**config.mk**
```make
export PLATFORM = sky130hd
export DESIGN_NAME = maxpool2x2_flatten
export DESIGN_NICKNAME = d
export VERILOG_FILES = /design/src/rtl/cnn_pkg.sv /design/src/rtl/pool_addr_gen.sv /design/src/rtl/maxpool2x2_flatten.sv
export SDC_FILE = /design/constraint.sdc
export NUM_CORES = 1
export LEC_CHECK = 0
export BUFFER_PORTS_ARGS = -buffer_cell sky130_fd_sc_hd__buf_2
export CAP_MARGIN = 20
export CORE_ASPECT_RATIO = 1.75
export CORE_MARGIN = 2
export CORE_UTILIZATION = 30
export DETAILED_ROUTE_END_ITERATION = 10
export GPL_TIMING_DRIVEN = 0
export PLACE_DENSITY = 0.53
export SETUP_SLACK_MARGIN = 0.5
export SLEW_MARGIN = 20
export SYNTH_ARGS = -nofsm -noshare
export SYNTH_HDL_FRONTEND = slang
export SYNTH_SLANG_ARGS = --single-unit
```
**constraint.sdc**
```tcl
create_clock -name clk -period 5.1 [get_ports clk]
set_clock_uncertainty 0.1 [all_clocks]
set_input_delay 0.255 -clock clk [delete_from_list [all_inputs] [get_ports clk]]
set_output_delay 0.255 -clock clk [all_outputs]
set_load 0.005 [all_outputs]
```
**src/rtl/cnn_pkg.sv**
```systemverilog
`default_nettype none
// cnn_pkg: shared sample type, pooling FSM states and address-width helper.
// Rev 1.0
package cnn_pkg;

  localparam int DATA_WIDTH_DEF = 16;

  typedef logic signed [DATA_WIDTH_DEF-1:0] sample_t;

  typedef enum logic [2:0] {
    S_IDLE   = 3'd0,
    S_RD0    = 3'd1,
    S_RD1    = 3'd2,
    S_RD2    = 3'd3,
    S_RD3    = 3'd4,
    S_LAST   = 3'd5,
    S_WRITE  = 3'd6,
    S_FINISH = 3'd7
  } pool_state_t;

  // Address width for a memory of the given depth, never narrower than one bit.
  function automatic int addr_width(input int depth);
    return (depth > 1) ? $clog2(depth) : 1;
  endfunction

endpackage
`default_nettype wire

```
**src/rtl/pool_addr_gen.sv**
```systemverilog
`default_nettype none
// pool_addr_gen: channel/row/column/tap counters for 2x2 stride-2 pooling.
// Rev 1.0
module pool_addr_gen
  import cnn_pkg::*;
#(
  parameter int CHANNELS = 8,
  parameter int IN_H     = 28,
  parameter int IN_W     = 28,
  localparam int OH      = IN_H / 2,
  localparam int OW      = IN_W / 2,
  localparam int IN_AW   = addr_width(CHANNELS * IN_H * IN_W),
  localparam int OUT_AW  = addr_width(CHANNELS * OH * OW),
  localparam int CW      = addr_width(CHANNELS),
  localparam int RW      = addr_width(OH),
  localparam int KW      = addr_width(OW)
) (
  input  logic              clk,
  input  logic              reset_n,
  input  logic              tap_step,
  input  logic              pix_step,
  output logic [IN_AW-1:0]  tap_addr,
  output logic [OUT_AW-1:0] pix_addr,
  output logic              last_pix
);

  logic [CW-1:0] c;
  logic [RW-1:0] r;
  logic [KW-1:0] k;
  logic [1:0]    tap;

  logic last_c, last_r, last_k;

  assign last_c   = (c == CW'(CHANNELS - 1));
  assign last_r   = (r == RW'(OH - 1));
  assign last_k   = (k == KW'(OW - 1));
  assign last_pix = last_c && last_r && last_k;

  // Tap bit 1 selects the lower row of the window, bit 0 the right column.
  assign tap_addr = IN_AW'(c) * IN_AW'(IN_H * IN_W)
                  + IN_AW'({r, tap[1]}) * IN_AW'(IN_W)
                  + IN_AW'({k, tap[0]});

  assign pix_addr = OUT_AW'(c) * OUT_AW'(OH * OW)
                  + OUT_AW'(r) * OUT_AW'(OW)
                  + OUT_AW'(k);

  always_ff @(posedge clk or negedge reset_n) begin
    if (!reset_n) begin
      c   <= '0;
      r   <= '0;
      k   <= '0;
      tap <= '0;
    end else begin
      if (tap_step) tap <= tap + 2'd1;
      if (pix_step) begin
        if (last_k) begin
          k <= '0;
          if (last_r) begin
            r <= '0;
            c <= last_c ? '0 : c + CW'(1);
          end else begin
            r <= r + RW'(1);
          end
        end else begin
          k <= k + KW'(1);
        end
      end
    end
  end

endmodule
`default_nettype wire

```
**src/rtl/maxpool2x2_flatten.sv**
```systemverilog
`default_nettype none
// maxpool2x2_flatten: 2x2/2 signed max-pool with optional ReLU, BRAM to BRAM.
// Rev 1.0
module maxpool2x2_flatten
  import cnn_pkg::*;
#(
  parameter int DATA_WIDTH = DATA_WIDTH_DEF,
  parameter int CHANNELS   = 8,
  parameter int IN_H       = 28,
  parameter int IN_W       = 28,
  parameter int APPLY_RELU = 0,
  localparam int IN_AW     = addr_width(CHANNELS * IN_H * IN_W),
  localparam int OUT_AW    = addr_width(CHANNELS * (IN_H / 2) * (IN_W / 2))
) (
  input  logic                         clk,
  input  logic                         reset_n,
  input  logic                         start,
  output logic [IN_AW-1:0]             in_addr,
  output logic                         in_en,
  input  logic signed [DATA_WIDTH-1:0] in_q,
  output logic [OUT_AW-1:0]            out_addr,
  output logic                         out_we,
  output logic signed [DATA_WIDTH-1:0] out_d,
  output logic                         busy,
  output logic                         done
);

  if (IN_H % 2 != 0 || IN_W % 2 != 0 || CHANNELS == 0 || IN_H == 0 || IN_W == 0)
  begin : g_bad_geometry
    $fatal(1, "maxpool2x2_flatten: CHANNELS/IN_H/IN_W must be nonzero, IN_H/IN_W even");
  end

  pool_state_t state, next_state;

  logic [IN_AW-1:0]             tap_addr;
  logic [OUT_AW-1:0]            pix_addr;
  logic                         last_pix;
  logic                         final_pix;
  logic                         issue;
  logic signed [DATA_WIDTH-1:0] run_max;
  logic signed [DATA_WIDTH-1:0] pooled;

  pool_addr_gen #(
    .CHANNELS (CHANNELS),
    .IN_H     (IN_H),
    .IN_W     (IN_W)
  ) u_addr_gen (
    .clk      (clk),
    .reset_n  (reset_n),
    .tap_step (issue),
    .pix_step (state == S_LAST),
    .tap_addr (tap_addr),
    .pix_addr (pix_addr),
    .last_pix (last_pix)
  );

  always_comb begin
    next_state = state;
    case (state)
      S_IDLE:   if (start) next_state = S_RD0;
      S_RD0:    next_state = S_RD1;
      S_RD1:    next_state = S_RD2;
      S_RD2:    next_state = S_RD3;
      S_RD3:    next_state = S_LAST;
      S_LAST:   next_state = S_WRITE;
      S_WRITE:  next_state = final_pix ? S_FINISH : S_RD0;
      S_FINISH: next_state = S_IDLE;
      default:  next_state = S_IDLE;
    endcase
  end

  assign issue = (next_state == S_RD0) || (next_state == S_RD1) ||
                 (next_state == S_RD2) || (next_state == S_RD3);

  // The fourth tap arrives in LAST and is folded in on the way to out_d.
  always_comb begin
    pooled = (in_q > run_max) ? in_q : run_max;
    if (APPLY_RELU != 0 && pooled[DATA_WIDTH-1]) pooled = '0;
  end

  always_ff @(posedge clk or negedge reset_n) begin
    if (!reset_n) begin
      state     <= S_IDLE;
      in_addr   <= '0;
      in_en     <= 1'b0;
      out_addr  <= '0;
      out_we    <= 1'b0;
      out_d     <= '0;
      busy      <= 1'b0;
      done      <= 1'b0;
      run_max   <= '0;
      final_pix <= 1'b0;
    end else begin
      state  <= next_state;
      in_en  <= issue;
      out_we <= (state == S_LAST);
      done   <= (next_state == S_FINISH);
      busy   <= (next_state != S_IDLE) && (next_state != S_FINISH);
      if (issue) in_addr <= tap_addr;
      case (state)
        S_RD1: run_max <= in_q;
        S_RD2, S_RD3: if (in_q > run_max) run_max <= in_q;
        S_LAST: begin
          out_d     <= pooled;
          out_addr  <= pix_addr;
          final_pix <= last_pix;
        end
        default: ;
      endcase
    end
  end

endmodule
`default_nettype wire
```
==> summary.txt, run 1 <==
Clocking
  – Setup Buffers After CTS: 0
  – Hold_buf cts: 1
  – CTS tree: yes
  – Post-CTS Resized: 0
  – Num CTS Buffers: 9
  – Clock tree buffer depth: 2
  – CTS root buffer: clkbuf_16
  – # clock sinks: 77
  – CTS H-tree lvls: 3
  – Clock-pin slew on the worst setup and hold paths: 0.06 ns
  – Worst skew pair latency: between 0.3 and 0.4 ns

Logic synthesis
  – Top cell type's share of synthesized area: 0.4010
  – Mapped Avg Cell Area: about 10 um2
  – Async S/R FF share, synth: 1.000
  – Syn_nets: 563
  – Synth Warn #: 0
  – Synth Cell Area: 4805 um2
  – Register bit count reported by yosys: 77
  – Number of flops mapped to enable cells by yosys: 0
  – Main synth FF type: dfrtp_1
  – Yosys cell types: 44
  – Gate Count Post-Synth: roughly 480
  – Dominant cell type by area after synthesis: dfrtp_1
  – Synth area leaders: dfrtp_1 (40%), ha_1 (15%), nand2_1 (5.5%)
  – Seq/Total Area, Yosys: 0.4010

GRT
  – Congestion Overflow GR: 0
  – First-pass GRT wire length: 18260 um
  – Vias in the first global route: 3724
  – All-Layer GR Usage: 0.1377
  – Largest net degree at the start of global routing: 56
  – Initial antenna violation count: 0

STA
  – Final min period: slightly above 4 ns
  – Fin Setup TNS: 0 ns
  – Fmax: roughly 250 MHz
  – Tightest Pin Transition: 0.5638 ns
  – Slew Viols, Final: 0
  – Final period utilization: 0.7917
  – RSZ-0062 raised after global routing: no
  – Min Hold Slack: 0.07134 ns
  – Slew Limit Headroom: 0.6241
  – Final Setup Violations: 0
  – Final hold vios: 0

Drt
  – DR vias: 3557
  – Met1 wire length: 3988 um
  – Via density: between 4 and 5
  – Number of DRC markers in iteration 0: 106
  – Met2 Routed Length: 6604 um
  – First-pass DRT Iterations: 10
  – Post-route antenna net violation count: 0
  – Remaining DRCs: 1
  – Total Wirelength: around 11000 um
  – Met3 wire length: around 440 um
  – WL/cell: 15.06 um
  – Top layer in use: met4

Floorplanning
  – Die H: 171.4 um
  – Total die area: between 15000 and 20000 um2
  – Io pins: 63
  – Row cnt: 61
  – Initial Util: 0.3041
  – Core area: 15800 um2
  – Die W: between 90 and 100 um

Final layout
  – Finished Layout Cells: 743
  – Commonest non-fill, non-tap cell in the layout: dfrtp_1
  – # nets final: 638
  – Area Overhead vs Synth: 17.73%
  – Most frequent cells in the layout: dfrtp_1 (77), nand2_1 (70), buf_2 (62)
  – Share of cells above drive strength 1: 0.1859
  – Inserted Diodes: 0

Power and ir drop
  – PD cells: 504.4 nW/um2
  – Worst IR Drop VDD: 0.1785 mV
  – Leakage: 0.002939 uW

Placement
  – GPL Wtd Cong: around 0.76
  – Hpwl dp: 8971 um
  – IO Port Bufs: between 60 and 70
  – Placed Cells: 727

Worst hold path
  – Hold Startpoint: start
  – HP Class: in -> reg
  – Hold Path Sink: state[0]
  – WHS Path Cells: 3

Critical path
  – Worst Path Max Fanout: 9
  – Capturing point of the worst reg2reg path: out_addr[10]
  – CP arrival: between 4 and 5 ns
  – Slowest stage cell on the critical path: fa_1
  – Crit end category: flop
  – Worst Setup Start Kind: flop
  – R2r setup slk: around 1.1 ns
  – Worst R2R Start: u_addr_gen.r[0]
  – Crit-path cells: fa_1, ha_1, inv_1, fa_1, inv_1, ha_1, ha_1, nor2b_1, o21a_1, o21ai_0, a21oi_1, o21ai_0, xnor2_1, o21ai_0
  – Setup CP Type: reg -> reg
  – CP required: 5.20 ns
  – Reg2reg path depth: 14
  – Critical Path Max Stage Delay: roughly 0.70 ns

Status
  – Violated checks: design-rule violations
  – Outcome: finished, violations left

Flow run
  – Max cap viols: 0
## final cells by class
class | count | area [um2]
plain buffers | 12 | 70.07
flip-flops and latches | 77 | 1927
well taps | 189 | 236.5
inverters | 48 | 180.2
repair buffers | 64 | 350.3
clock inverters | 6 | 40.04
clock buffers | 9 | 225.2
multi-input cells | 338 | 2628
fillers | 1596 | 10140
## metal layers
| metal | track usage | up-vias |
|---|---|---|
| li1 | - | 1752 |
| met1 | 0.1300 | 1740 |
| met2 | 0.2858 | 56 |
| met3 | 0.02601 | 9 |
| met4 | 0.04586 | 0 |
| met5 | 0 | - |
## Yosys cell counts, drive strengths merged (2+ instances only)
master / n
or3: 3
nand3: 2
o21ai: 49
ha: 58
buf: 3
nor2b: 5
inv: 48
o21bai: 4
o211ai: 2
mux2i: 17
nand2b: 3
and3: 5
a21o: 4
a21boi: 2
nand4: 5
xor2: 8
and2: 2
clkbuf: 9
o21a: 5
xnor2: 12
nor2: 18
nor3: 2
a21oi: 18
or4: 2
nand2: 70
dfrtp: 77
fa: 11
o31ai: 4
mux2: 18
a2111oi: 2
## cells by family after synthesis
| group | Yosys count | share of synthesized area |
|---|---|---|
| flops | 77 | 0.4010 |
| xor+xnor | 20 | 0.03646 |
| buf+inv | 60 | 0.05208 |
| simple gates | 121 | 0.1128 |
| compound gates | 93 | 0.1146 |
| fa+ha+maj | 69 | 0.1969 |
| mux | 35 | 0.08620 |
## flip-flops by register name, summed over array words and instances (netlist names)
signal	flops
final_pix	1
u_addr_gen.c	3
state	3
in_addr	13
out_d	16
u_addr_gen.tap	2
run_max	16
u_addr_gen.r	4
busy	1
u_addr_gen.k	4
in_en	1
out_we	1
out_addr	11
done	1
## report_power, final
part	switching, uW	internal, uW	total (uW)
sequential	156	834	990
combinational	657	625	1280
clock	255	327	581
total	1070	1790	2850
## stage by stage
step / setup slack [ns] / total power, uW / cell area, um2 / utilization
after floorplan: 1.456 / 1889 / 4805 / -
after global placement: 1.129 / 2282 / 5351 / 0.3387
after detailed placement: 1.077 / 2315 / 5381 / 0.3406
after CTS: 1.043 / 2912 / 5657 / 0.3580
after global routing: 0.7920 / 3110 / 5657 / 0.3580
final: 1.062 / 2853 / 5657 / 0.3580
## how the worst max path moves through the flow
stage / from / to / slack, ns / depth (start not counted)
global route: u_addr_gen.r[1] / out_addr[10] / 0.79 / 14
detailed placement: u_addr_gen.r[0] / out_addr[10] / 1.08 / 14
floorplan: u_addr_gen.r[0] / out_addr[10] / 1.46 / 14
finish: u_addr_gen.r[0] / out_addr[10] / 1.06 / 14
CTS: u_addr_gen.r[0] / out_addr[10] / 1.04 / 14
global placement: u_addr_gen.r[0] / out_addr[10] / 1.13 / 14
## critical path, delay by kind of cell, from the launching register on
family | cells | cell delay [ns]
fa+ha+maj | 5 | 2.07
compound gates | 5 | 0.82
flops | 1 | 0.53
simple gates | 1 | 0.14
xor+xnor | 1 | 0.14
buf+inv | 2 | 0.11
(Power assumes the default switching activity.)
==> run 2, diff against run 1 <==
--- a/config.mk
+++ b/config.mk
@@ -12,7 +12,7 @@
 export CORE_UTILIZATION = 30
 export DETAILED_ROUTE_END_ITERATION = 10
 export GPL_TIMING_DRIVEN = 0
-export PLACE_DENSITY = 0.53
+export PLACE_DENSITY = 0.55
 export SETUP_SLACK_MARGIN = 0.5
 export SLEW_MARGIN = 20
 export SYNTH_ARGS = -nofsm -noshare
==> constraint.sdc (replaced) <==
create_clock -name clk -period 3.5 [get_ports clk]
set_clock_uncertainty 0.1 [all_clocks]
set_input_delay 0.175 -clock clk [delete_from_list [all_inputs] [get_ports clk]]
set_output_delay 0.175 -clock clk [all_outputs]
set_load 0.005 [all_outputs]
==> run 2 against run 1 <==
The flow finishes with violations (negative setup slack). Setup slack got worse by 1.1 ns. First-iteration DRC count up 24%. Maximum frequency is 14% higher. Global-route usage grew 1.3 points. Sequential share of layout area is 4.8 points lower. Wire length is 13% higher. Cell count up 5.9%. Non-clock buffer count rose by 43. Design area rose by 17%. Largest cell class unchanged. Largest power group unchanged. Highest routed layer unchanged.
==> summary.txt, run 2 (synthesis gave the netlist of run 1 again) <==
STA
  – Fin worst setup slack: -0.03057 ns
  – Final Setup Violations: 2
  – Tightest Pin Transition: 0.5597 ns
  – Fmax: around 280 MHz
  – Final hold vios: 0
  – Slew Viols, Final: 0
  – Slew Limit Headroom: 0.6269
  – Final min period: approximately 3.5 ns
  – Final period utilization: 1.009
  – RSZ-0062 raised after global routing: yes

Power and ir drop
  – Seq pwr share: 0.284
  – Combinational share of power: 0.505
  – Power Total: about 5000 uW
  – PD cells: 769.2 nW/um2
  – Worst IR Drop VDD: 0.3365 mV
  – Sw frac: 0.3537
  – Internal Power: 3287 uW
  – NetSw: 1799 uW
  – Leakage: roughly 0.0032 uW
  – Clk pwr share: 0.212

Placement
  – IO Port Bufs: 62
  – Pre-CTS WS: -0.2251 ns
  – Hpwl dp: between 9000 and 10000 um
  – GPL Wtd Cong: between 0.7 and 0.8
  – Cell Area, Placed: 5484 um2

Worst hold path
  – HP Class: in -> reg

Final layout
  – Finished Cell Area: 6613 um2
  – # nets final: 681
  – Top flop regs: out_d (16), run_max (16), in_addr (13)
  – Area Overhead vs Synth: 37.63%
  – Final Util: 0.4185
  – # fillers: 1482
  – Most frequent cells in the layout: dfrtp_1 (73), nand2_1 (69), buf_2 (61)
  – Inserted Diodes: 0
  – Share of cells above drive strength 1: 0.3528
  – Commonest non-fill, non-tap cell in the layout: dfrtp_1

Clocking
  – CTS H-tree lvls: 3
  – CTS root buffer: clkbuf_16
  – # clock sinks: 77
  – Worst skew pair latency: ~0.34 ns
  – Clock tree buffer depth: 2
  – Num CTS Buffers: 9
  – CTS tree: yes
  – Clock-pin slew on the worst setup and hold paths: 0.06 ns

Critical path
  – CP arrival: ~3.6 ns
  – Crit end category: flop
  – Worst Setup Start Kind: flop
  – CP required: 3.60 ns
  – Setup CP Type: reg -> reg
  – Worst Path Max Fanout: 4

Floorplanning
  – Die H: 171.4 um
  – Core area: 15800 um2
  – Initial Util: 0.3041
  – Row cnt: 61
  – Die W: 99.67 um
  – Total die area: 17080 um2
  – Io pins: 63

Drt
  – Via density: a little under 5
  – First-pass DRT Iterations: 4
  – Post-route antenna net violation count: 0
  – Number of DRC markers in iteration 0: 131
  – Remaining DRCs: 0
  – DR vias: 3861
  – Total Wirelength: 12680 um
  – WL/cell: between 15 and 20 um

GRT
  – Initial antenna violation count: 0
  – Congestion Overflow GR: 0
  – Vias in the first global route: 4038
  – First-pass GRT wire length: 20130 um
  – Largest net degree at the start of global routing: 57
  – All-Layer GR Usage: 0.1512

Flow run
  – Max cap viols: 0

Status
  – Violated checks: negative setup slack
  – Outcome: finished, violations left
[run 2: cell count changes in the layout (fill, tap and decap cells not counted), sizes merged]
| cell | delta |
|---|---|
| clkinv | -2 |
| buf | +42 |
| inv | -1 |
| dlygate4sd3 | +1 |
| bufinv | +3 |
| clkbuf | +1 |
[run 2: power groups by stage]
stage / registers, uW / clock network (uW) / logic, uW
after floorplan: 1430 / 0 / 1340
after CTS: 1440 / 1090 / 2440
after detailed placement: 1470 / 0 / 1940
after global routing: 1490 / 1130 / 2820
final: 1440 / 1080 / 2570
after global placement: 1450 / 0 / 1890
[run 2: final cells by class]
class | count | area, um2 | area share
Timing Repair Buffer | 107 | 754.5 | 0.1141
Buffer | 12 | 80.08 | 0.01211
Tap cell | 189 | 236.5 | 0.03576
Sequential cell | 77 | 1932 | 0.2921
Clock inverter | 6 | 111.4 | 0.01684
Inverter | 48 | 182.7 | 0.02763
Clock buffer | 10 | 229.0 | 0.03463
Multi-Input combinational cell | 338 | 3087 | 0.4668
[run 2: worst paths after layout]
kind	start	slack, ns	cells after the start	endpoint
max	u_addr_gen.r[0]	-0.03	14	out_addr[10]
min	in_q[5]	0.01	2	run_max[5]
max reg2reg	u_addr_gen.r[0]	-0.03	14	out_addr[10]
min reg2reg	out_d[11]	0.37	2	out_d[11]
max in group asynchronous	reset_n	2.51	3	u_addr_gen.tap[1]
min in group asynchronous	reset_n	0.19	2	run_max[13]
[run 2: metrics by stage]
| step | hold WS, ns | TNS (ns) | cells |
|---|---|---|---|
| final | 0.01464 | -0.04785 | 787 |
| after global routing | 0.006128 | -0.3298 | 787 |
| after CTS | 0.005987 | -0.01054 | 776 |
| after global placement | 0.3351 | -0.2926 | 726 |
| after floorplan | -0.2206 | 0 | 475 |
| after detailed placement | -0.008129 | -0.4483 | 727 |
[run 2: metal layers]
layer | up-vias | part of all wire | global-route usage
met4 | 0 | 0.039 | 0.07445
li1 | 1840 | - | -
met2 | 76 | 0.58 | 0.3046
met5 | - | 0 | 0
met1 | 1920 | 0.35 | 0.1462
met3 | 25 | 0.026 | 0.01910
[run 2: worst max-delay path: stages (launching register included)]
cell and delay, ns:
dfrtp_2 0.46, fa_2 0.69, ha_4 0.17, inv_2 0.04, fa_2 0.52, inv_2 0.04
ha_4 0.26, ha_4 0.20, nor2b_4 0.12, o21a_1 0.20, o21ai_2 0.15, a21oi_2 0.08
o21ai_1 0.15, xnor2_1 0.13, o21ai_1 0.07
[run 2: timing repair]
action                     4_1_cts  5_1_grt
pin swaps                       31       20
gates cloned                     1        0
gates resized for setup         47       39
setup endpoints to repair       38       40
hold buffers                     2        0
setup buffers                   30       11
hold endpoints to repair        26        0
==> run 3, diff against run 2 <==
--- a/config.mk
+++ b/config.mk
@@ -8,13 +8,13 @@
 export BUFFER_PORTS_ARGS = -buffer_cell sky130_fd_sc_hd__buf_2
 export CAP_MARGIN = 20
 export CORE_ASPECT_RATIO = 1.75
-export CORE_MARGIN = 2
 export CORE_UTILIZATION = 30
 export DETAILED_ROUTE_END_ITERATION = 10
 export GPL_TIMING_DRIVEN = 0
 export PLACE_DENSITY = 0.55
 export SETUP_SLACK_MARGIN = 0.5
-export SLEW_MARGIN = 20
+export SKIP_CTS_REPAIR_TIMING = 1
+export SLEW_MARGIN = 10
 export SYNTH_ARGS = -nofsm -noshare
 export SYNTH_HDL_FRONTEND = slang
 export SYNTH_SLANG_ARGS = --single-unit
==> run 3 against run 2 <==
The flow finishes with violations (design-rule violations, negative hold slack, negative setup slack). Highest routed layer unchanged. Global-route usage shrank 0.46 points. Critical endpoint is now in_addr[11]. Design area shrank 5.1%. Cell count shrank 3.0%.
==> summary.txt, run 3 (synthesis gave the netlist of run 1 again) <==
Final layout
  – FF/Latch Area: roughly 1900 um2
  – Commonest non-fill, non-tap cell in the layout: dfrtp_1
  – Most frequent cells in the layout: dfrtp_1 (74), nand2_1 (69), buf_2 (61)
  – Inserted Diodes: 0
  – Final Util: 0.4039
  – Area occupied by multi-input gates: 2980 um2
  – Top flop regs: out_d (16), run_max (16), in_addr (13)
  – # fillers: 1505
  – Share of cells above drive strength 1: 0.3172
  – Area Overhead vs Synth: 30.63%
  – # nets final: 660

Clocking
  – # clock sinks: slightly below 80
  – Clock-pin slew on the worst setup and hold paths: 0.07 ns
  – Num CTS Buffers: 9
  – CTS H-tree lvls: 3
  – Clock tree buffer depth: 2
  – CTS root buffer: clkbuf_16
  – Worst skew pair latency: 0.33 ns
  – CTS tree: yes

STA
  – RSZ-0062 raised after global routing: yes
  – Fin worst setup slack: -0.1177 ns
  – Slew Limit Headroom: 0.6356
  – Tightest Pin Transition: between 0.5 and 0.6 ns
  – Final Setup Violations: 3
  – Fin Setup TNS: -0.2436 ns
  – Final min period: 3.618 ns
  – Final hold vios: 1
  – Final period utilization: 1.034
  – Fmax: 276.4 MHz
  – Slew Viols, Final: 0
  – Min Hold Slack: -0.006864 ns

Critical path
  – CP arrival: about 3.8 ns
  – Worst Setup Start Kind: flop
  – Buf/Inv on CP: 1
  – Worst Path Max Fanout: 7
  – CP endpoint: in_addr[11]
  – Setup CP Type: reg -> reg
  – Crit end category: flop
  – CP Depth: 13
  – Reg2reg path depth: 13
  – Critical Path Max Stage Delay: 0.56 ns
  – Slowest stage cell on the critical path: fa_2
  – Capturing point of the worst reg2reg path: in_addr[11]
  – R2r setup slk: -0.12 ns
  – Top delay family on crit path: adder cells
  – Critical path origin: u_addr_gen.r[1]
  – CP required: 3.65 ns
  – Worst R2R Start: u_addr_gen.r[1]
  – Crit-path cells: buf_6, fa_2, ha_4, fa_2, ha_4, ha_4, nor2b_4, o21a_1, o21ai_2, a21oi_2, o21a_1, o21a_1, o31ai_2

GRT
  – Largest net degree at the start of global routing: 59
  – Initial antenna violation count: 0
  – All-Layer GR Usage: 0.1466
  – First-pass GRT wire length: 18980 um
  – Vias in the first global route: slightly below 4000
  – Congestion Overflow GR: 0

Floorplanning
  – Core area: around 16000 um2
  – Die H: approximately 170 um
  – Total die area: 16550 um2
  – Io pins: 63
  – Die W: 97.67 um
  – Row cnt: 60
  – Initial Util: 0.3092

Drt
  – WL/cell: 15.44 um
  – Met1 wire length: 4148 um
  – Top layer in use: met4
  – Number of DRC markers in iteration 0: 159
  – Total Wirelength: 11780 um
  – Post-route antenna net violation count: 0
  – Via density: 4.857
  – Remaining DRCs: 14
  – DR vias: about 3700
  – First-pass DRT Iterations: 7
  – Met3 wire length: between 300 and 400 um
  – Met2 Routed Length: 6765 um

Power and ir drop
  – Power Total: 4754 uW
  – Worst IR Drop VDD: 0.3162 mV
  – PD cells: roughly 760 nW/um2
  – Leakage: 0.003065 uW

Status
  – Violated checks: design-rule violations, negative hold slack, negative setup slack
  – Outcome: finished, violations left

Placement
  – Hpwl dp: between 8000 and 9000 um
  – IO Port Bufs: between 60 and 70
  – GPL Wtd Cong: 0.8180

Flow run
  – Max cap viols: 0

Worst hold path
  – WHS Path Cells: 3
  – HP Class: in -> reg
[run 3: changes by cell type in the layout (fill, tap and decap cells not counted), sizes merged]
cell | before | now
buf | 108 | 87
bufinv | 3 | 1
clkbuf | 19 | 20
clkinvlp | 1 | 2
dlygate4sd3 | 2 | 1
inv | 48 | 49
[run 3: worst reg2reg max path, stage by stage, from the launching register on]
cell and delay, ns:
dfrtp_2 0.47, buf_6 0.15, fa_2 0.56, ha_4 0.16, fa_2 0.46, ha_4 0.29
ha_4 0.20, nor2b_4 0.12, o21a_1 0.21, o21ai_2 0.18, a21oi_2 0.07, o21a_1 0.20
o21a_1 0.20, o31ai_2 0.17
[run 3: report_power, final]
part           leakage (uW)  switching (uW)  total (uW)  internal [uW]
logic               0.00195            1100        2330           1240
clock network      0.000145             390         967            577
registers          0.000968             238        1450           1210
total               0.00306            1730        4750           3030
[run 3: area by class of cell]
type                    count  share of cell area
inverters                  48             0.02871
clock buffers              10             0.03808
multi-input cells         338              0.4749
flip-flops and latches     77              0.3076
clock inverters             6             0.01136
plain buffers              12             0.01356
repair buffers             86             0.08872
well taps                 186             0.03708
[run 3: routing by layer]
layer	GRT usage	up-vias
li1	-	1797
met1	0.1393	1804
met2	0.2865	73
met3	0.02636	32
met4	0.08959	0
met5	0	-
[run 3: worst min-delay path by stage]
stage,startpoint,to,slack (ns)
final,start,state[0],-0.007
after CTS,reset_n,out_d[13],-0.37
after floorplan,reset_n,busy,-0.22
after global routing,in_q[6],run_max[6],0.02
after detailed placement,reset_n,out_d[13],-0.02
after global placement,start,state[0],0.34
[run 3: metrics by stage]
| step | instance area [um2] | hold WS (ns) | worst slack [ns] | instances |
|---|---|---|---|---|
| after global placement | 5450 | 0.3351 | -0.1416 | 723 |
| after floorplan | 4907 | -0.2206 | 0.1368 | 475 |
| after detailed placement | 5480 | -0.01557 | -0.2064 | 724 |
| final | 6276 | -0.006864 | -0.1177 | 763 |
| after CTS | 5791 | -0.3718 | -0.2293 | 740 |
| after global routing | 6276 | 0.02069 | -0.2304 | 763 |
